`config.mk`:
```
export PLATFORM = sky130hd
export DESIGN_NAME = sprite_motion_engine
export DESIGN_NICKNAME = d
export VERILOG_FILES = /design/src/rtl/sprite_motion_pkg.sv /design/src/rtl/sprite_axis_step.sv /design/src/rtl/sprite_motion_engine.sv
export SDC_FILE = /design/constraint.sdc
export NUM_CORES = 1
export LEC_CHECK = 0
export ABC_AREA = 1
export CORE_UTILIZATION = 30
export CTS_CLUSTER_SIZE = 16
export DETAILED_ROUTE_END_ITERATION = 12
export PLACE_DENSITY = 0.55
export SLEW_MARGIN = 30
export SYNTH_ARGS = -nofsm -noshare
export SYNTH_HDL_FRONTEND = slang
export SYNTH_SLANG_ARGS = --single-unit
export TNS_END_PERCENT = 20
```
`constraint.sdc`:
```
create_clock -name clk -period 8.5 [get_ports clk]
set_clock_uncertainty 0.15 [all_clocks]
set_input_delay 1.275 -clock clk [delete_from_list [all_inputs] [get_ports clk]]
set_output_delay 1.275 -clock clk [all_outputs]
set_load 0.01 [all_outputs]
```
`src/rtl/sprite_motion_pkg.sv`:
```
// sprite_motion_pkg: shared FSM state and per-sprite register record for sprite_motion_engine.
package sprite_motion_pkg;
  localparam int SM_POS_WIDTH = 8;
  localparam int SM_STEP_WIDTH = 3;
  localparam int SM_DIV_WIDTH = 4;
  typedef enum logic [1:0] {IDLE, UPDATE, DONE} motion_state_t;
  typedef struct packed {
    logic [SM_POS_WIDTH-1:0] x;
    logic [SM_POS_WIDTH-1:0] y;
    logic dir_x;
    logic dir_y;
    logic [SM_STEP_WIDTH-1:0] step_x;
    logic [SM_STEP_WIDTH-1:0] step_y;
    logic [SM_DIV_WIDTH-1:0] div;
    logic [SM_DIV_WIDTH-1:0] div_cnt;
    logic wrap;
  } sprite_state_t;
endpackage

```
`src/rtl/sprite_axis_step.sv`:
```
// sprite_axis_step: combinational single-axis move with bounce or wrap at the window edge.
module sprite_axis_step #(
  parameter int POS_WIDTH = 8,
  parameter int STEP_WIDTH = 3
) (
  input  logic [POS_WIDTH-1:0]  pos,
  input  logic                  dir,
  input  logic [STEP_WIDTH-1:0] step,
  input  logic [POS_WIDTH-1:0]  max,
  input  logic                  wrap,
  output logic [POS_WIDTH-1:0]  next_pos,
  output logic                  next_dir,
  output logic                  bounce
);
  localparam int W1 = POS_WIDTH + 1;
  logic [POS_WIDTH:0] p, s, m, m1, sum;
  logic [POS_WIDTH-1:0] diff, wrapped;
  logic hit, moving;
  // one extra bit keeps pos+step and max+1 from overflowing
  always_comb begin
    p = {1'b0, pos};
    s = W1'(step);
    m = {1'b0, max};
    m1 = m + W1'(1);
    sum = p + s;
    diff = pos - POS_WIDTH'(step);
    moving = step != '0;
    hit = dir ? (wrap ? p < s : p <= s) : (wrap ? sum > m : sum >= m);
    wrapped = dir ? POS_WIDTH'(p + m1 - s) : POS_WIDTH'(sum - m1);
    next_pos = !moving ? pos
             : hit ? (wrap ? wrapped : (dir ? '0 : max))
             : (dir ? diff : sum[POS_WIDTH-1:0]);
    bounce = moving && hit && !wrap;
    next_dir = bounce ? !dir : dir;
  end
endmodule

```
`src/rtl/sprite_motion_engine.sv`:
```
// sprite_motion_engine: per-frame sweep updating position/direction of NUM_SPRITES sprites, one per cycle.
module sprite_motion_engine
  import sprite_motion_pkg::*;
#(
  parameter int NUM_SPRITES = 4,
  parameter int POS_WIDTH = SM_POS_WIDTH,
  parameter int AREA_WIDTH = 160,
  parameter int AREA_HEIGHT = 120,
  parameter int SPRITE_WIDTH = 16,
  parameter int SPRITE_HEIGHT = 16,
  parameter int STEP_WIDTH = SM_STEP_WIDTH,
  parameter int DIV_WIDTH = SM_DIV_WIDTH,
  localparam int IDX_WIDTH = NUM_SPRITES > 1 ? $clog2(NUM_SPRITES) : 1
) (
  input  logic                            clk,
  input  logic                            reset,
  input  logic                            enable_movement,
  input  logic                            next_frame,
  input  logic                            cfg_valid,
  output logic                            cfg_ready,
  input  logic [IDX_WIDTH-1:0]            cfg_index,
  input  logic [POS_WIDTH-1:0]            cfg_x,
  input  logic [POS_WIDTH-1:0]            cfg_y,
  input  logic [STEP_WIDTH-1:0]           cfg_step_x,
  input  logic [STEP_WIDTH-1:0]           cfg_step_y,
  input  logic [DIV_WIDTH-1:0]            cfg_div,
  input  logic                            cfg_wrap,
  output logic [NUM_SPRITES*POS_WIDTH-1:0] sprite_x,
  output logic [NUM_SPRITES*POS_WIDTH-1:0] sprite_y,
  output logic [NUM_SPRITES-1:0]          bounce_x,
  output logic [NUM_SPRITES-1:0]          bounce_y,
  output logic                            busy,
  output logic                            frame_done,
  output logic                            overrun
);
  localparam logic [POS_WIDTH-1:0] MAX_X = POS_WIDTH'(AREA_WIDTH - SPRITE_WIDTH);
  localparam logic [POS_WIDTH-1:0] MAX_Y = POS_WIDTH'(AREA_HEIGHT - SPRITE_HEIGHT);
  localparam sprite_state_t SPRITE_RST = '{x: '0, y: '0, dir_x: 1'b0, dir_y: 1'b0,
    step_x: SM_STEP_WIDTH'(1), step_y: SM_STEP_WIDTH'(1), div: SM_DIV_WIDTH'(1), div_cnt: '0, wrap: 1'b0};
  motion_state_t state;
  logic [IDX_WIDTH-1:0] idx;
  sprite_state_t spr [NUM_SPRITES];
  sprite_state_t cur, upd, cfg_rec;
  logic [POS_WIDTH-1:0] nx, ny;
  logic ndx, ndy, bx, by, move, last, cfg_we;
  assign busy = state != IDLE;
  assign cfg_ready = !busy;
  assign frame_done = state == DONE;
  assign cur = spr[idx];
  assign move = cur.div_cnt == '0;
  assign last = idx == IDX_WIDTH'(NUM_SPRITES - 1);
  assign cfg_we = cfg_valid && cfg_ready && int'(cfg_index) < NUM_SPRITES;
  sprite_axis_step #(.POS_WIDTH(POS_WIDTH), .STEP_WIDTH(STEP_WIDTH)) u_axis_x (
    .pos(cur.x), .dir(cur.dir_x), .step(cur.step_x), .max(MAX_X), .wrap(cur.wrap),
    .next_pos(nx), .next_dir(ndx), .bounce(bx)
  );
  sprite_axis_step #(.POS_WIDTH(POS_WIDTH), .STEP_WIDTH(STEP_WIDTH)) u_axis_y (
    .pos(cur.y), .dir(cur.dir_y), .step(cur.step_y), .max(MAX_Y), .wrap(cur.wrap),
    .next_pos(ny), .next_dir(ndy), .bounce(by)
  );
  always_comb begin
    upd = cur;
    upd.div_cnt = move ? cur.div : cur.div_cnt - 1'b1;
    upd.x = move ? nx : cur.x;
    upd.y = move ? ny : cur.y;
    upd.dir_x = move ? ndx : cur.dir_x;
    upd.dir_y = move ? ndy : cur.dir_y;
    cfg_rec = SPRITE_RST;
    cfg_rec.x = cfg_x > MAX_X ? MAX_X : cfg_x;
    cfg_rec.y = cfg_y > MAX_Y ? MAX_Y : cfg_y;
    cfg_rec.step_x = cfg_step_x;
    cfg_rec.step_y = cfg_step_y;
    cfg_rec.div = cfg_div;
    cfg_rec.wrap = cfg_wrap;
  end
  for (genvar i = 0; i < NUM_SPRITES; i++) begin : g_out
    assign sprite_x[i*POS_WIDTH +: POS_WIDTH] = spr[i].x;
    assign sprite_y[i*POS_WIDTH +: POS_WIDTH] = spr[i].y;
  end
  always_ff @(posedge clk or posedge reset) begin
    if (reset) begin
      state <= IDLE;
      idx <= '0;
      overrun <= 1'b0;
      bounce_x <= '0;
      bounce_y <= '0;
      for (int k = 0; k < NUM_SPRITES; k++) spr[k] <= SPRITE_RST;
    end else begin
      overrun <= next_frame && busy;
      bounce_x <= '0;
      bounce_y <= '0;
      if (cfg_we) spr[cfg_index] <= cfg_rec;
      case (state)
        IDLE: begin
          idx <= '0;
          if (next_frame && enable_movement) state <= UPDATE;
        end
        UPDATE: begin
          spr[idx] <= upd;
          bounce_x[idx] <= bx && move;
          bounce_y[idx] <= by && move;
          idx <= idx + 1'b1;
          if (last) state <= DONE;
        end
        default: state <= IDLE;
      endcase
    end
  end
endmodule

```
==> results by group <==
Synth
  • Synth Net Count: 1709
  • Post-synth top area share: 29.68%
  • Synth Instances: approximately 1600
  • Register area share after synthesis: 32.50%
  • Synth area leaders: dfrtp_1 (30%), nand2_1 (15%), o21ai_0 (6.5%), inv_1 (6.1%), nand3_1 (6.0%)
  • Avg Inst Size Synth: 6.887 sq um
  • Area leader, netlist: dfrtp_1
  • #FFs+latches synth: ~150
  • Netlist cell types: between 40 and 50
  • Synth Cell Area: ~11000 sq um
  • Yosys warns: 0

Critical path
  • FF-to-FF setup slack: ~3300 ps
  • Crit path max fanout: 46
  • Startpoint types: register
  • Setup crit start: idx[0]
  • Crit path capture type: register
  • Crit Path Class: register to register
  • Worst path required time: between 8000 and 9000 ps
  • RR Startpoint: idx[0]
  • Data arrival, critical path: 5330 ps

STA
  • Final period util: between 60% and 70%
  • Worst Max-Slew Pin Slew: 906.2 ps
  • Tmin final: 5157 ps
  • Setup TNS: 0 ps
  • Setup violations, final: 0
  • Max Fclk: between 0.15 and 0.2 GHz
  • RSZ-0062 raised after global routing: false
  • Slew Limit Fails: 0
  • Normalized max-slew margin: 39.59%
  • Fin. Hold Viols: 0

Route
  • WL met2: 17260 um
  • Met3 WL post-DR: 2096 um
  • Drt pass-1 iters: 5
  • WL met1: around 18000 um
  • Initial DRC Count: slightly below 1000
  • DR WL/cell: between 15 and 20 um
  • ANT nets after route: 0
  • Final WL: between 30000 and 40000 um
  • Via count: 10760
  • Highest metal layer with signal wires: met4
  • # DRC: 0
  • Drt via density: 5.097

Clock tree
  • Latest clock arrival within the worst-skew pair: around 440 ps
  • Clock-pin transition on the worst setup and hold timing paths: 60 ps
  • Post_cts resized: 0
  • CTS buffer count: 17
  • H-tree Lvls: 4
  • Clk sinks: 145
  • Post-CTS setup repair buffer count: 0
  • Longest Clk Path Bufs: 2
  • CTS tree: done
  • CTS Hold Bufs: 0
  • CTS Root Buffer Type: clkbuf_16

Floorplanning
  • Rows: 70
  • Chip Width: 195.3 um
  • Core Footprint: about 37000 sq um
  • Starting Density: 30.55%
  • Die Y: 195.3 um
  • I/O pins: 110
  • Die area: 38150 sq um

Global routing
  • Total track usage: about a fifth
  • Vias in the first global route: 10150
  • Largest net degree at the start of global routing: 88
  • GRT overflow: 0
  • First-pass GRT wire length: 60240 um
  • Initial antenna violation count: 0

Cells and area
  • Final Net Count: 1711
  • Area grow syn2layout: 13.99%
  • Diodes inserted: 0
  • Layout cells sized above 1: 8.399%

Min path
  • Worst hold path class: register to register
  • Min-Delay Startpoint: spr[48]

Placement
  • # port buffers: approximately 110
  • Detail Placement HPWL: 25970 um
  • GPL Wtd Cong: roughly 0.95

Outcome
  • Status: complete, no violations

Flow run
  • Max capacitance violation total: 0
Yosys cell counts, drive strengths merged:
library cell / n
a211oi: 18
a21boi: 21
a21o: 1
a21oi: 100
a31oi: 3
a32o: 2
a32oi: 11
a41oi: 1
buf: 94
clkbuf: 48
clkinv: 4
dfrtp: 133
dfstp: 12
fa: 6
ha: 41
inv: 192
nand2: 482
nand3: 148
nand3b: 1
nand4: 17
nor2: 91
nor3: 11
o211ai: 8
o21ai: 162
o21bai: 1
o22ai: 6
or2: 4
or3: 1
xnor2: 2
xor2: 7
flip-flops by register name, indices dropped and copies added (netlist names):
register / flops
bounce_x: 4
bounce_y: 4
idx: 2
overrun: 1
spr: 68
sprite_x: 32
sprite_y: 32
state: 2
cell usage in the layout (no fill, tap or decap), types with 2 or more instances in the layout:
cell type / netlist / routed
clkbuf_16: 0 / 17
bufinv_16: 0 / 4
nand3_1: 135 / 135
xor2_1: 7 / 7
dfrtp_1: 133 / 132
ha_1: 41 / 41
nand2_4: 5 / 5
o21ai_0: 145 / 145
o22ai_1: 5 / 5
clkinv_4: 1 / 4
nor2_4: 3 / 3
nor3_4: 0 / 3
nor3_1: 7 / 7
nand3_2: 11 / 11
a21boi_1: 20 / 20
a32oi_1: 10 / 10
a211oi_1: 18 / 18
o211ai_1: 8 / 8
a31oi_1: 3 / 3
inv_1: 181 / 179
o21ai_2: 5 / 5
a21oi_1: 100 / 100
clkinv_2: 0 / 7
nor2_2: 6 / 6
buf_4: 68 / 16
nand4_1: 17 / 17
clkdlybuf4s50_1: 0 / 109
dfstp_2: 12 / 12
nand2_2: 19 / 19
clkinv_1: 3 / 2
inv_2: 10 / 9
a32o_1: 2 / 2
fa_1: 6 / 6
o21ai_1: 12 / 12
clkinvlp_4: 0 / 3
or2_2: 4 / 4
nand3_4: 2 / 2
nor2_1: 82 / 82
inv_6: 1 / 2
nand2_1: 458 / 458
cell families after synthesis:
group,count (synthesis),share of synthesized area [%]
xor gates and xnor gates,9,0.8705
and+or+nand+nor,755,29.56
AOI/OAI and AO/OA,334,16.88
buffers and inverters,338,14.54
DFF,145,32.50
adders and majority gates,47,5.647
metal layers:
metal / GRT usage (%) / vias to the layer above
met1: 28.72 / 5147
met5: 0 / -
met2: 32.33 / 345
met4: 6.270 / 0
li1: - / 5218
met3: 3.005 / 49
cell type report:
type	instances	area, sq um
multi-input combinational	1145	5957
timing repair buffer	125	1211
tap	468	585.6
clock buffer	18	439.2
sequential	145	3645
clock inverter	14	188.9
inverter	196	754.5
fill	3883	23920
worst max-delay path, cell delays in order, from the launching register on:
cell and delay [ps]:
dfrtp_2 950, buf_4 600, nand2_1 110, a32oi_1 580, inv_1 280, ha_1 380, inv_1 120, ha_1 200
inv_1 60, fa_1 390, nor2_1 190, o21ai_0 200, nand3_1 120, nand2_1 50, nor2_1 100, nor2_1 50
nand3_1 110, nand2_1 60, nand2_1 50, nand2_1 110, nand2_1 80, nand2_1 60
stage by stage:
| stage | area (sq um) | cells | hold slack (ps) | worst slack [ps] | utilization, % |
|---|---|---|---|---|---|
| finish | 12780 | 2111 | 357.8 | 3343 | 34.83 |
| global route | 12780 | 2111 | 389.6 | 2884 | 34.83 |
| CTS | 12780 | 2111 | 361.1 | 3420 | 34.82 |
| detailed placement | 12150 | 2079 | 344.6 | 3449 | 33.11 |
| global placement | 12140 | 2079 | 337.1 | 3133 | 33.09 |
| floorplan | 11210 | 1628 | 322.5 | 3200 | - |
path summary, 6_finish.rpt:
check,endpoint,cells after the start
setup / recovery,sprite_y[7],21
hold / removal,spr[48],2
setup reg to reg,sprite_y[7],21
hold reg to reg,spr[48],2
max in group asynchronous,idx[0],3
min in group asynchronous,sprite_y[1],2
Power is not shown: default switching activity piles up to over one toggle a cycle in this logic, so the estimate is an artifact.
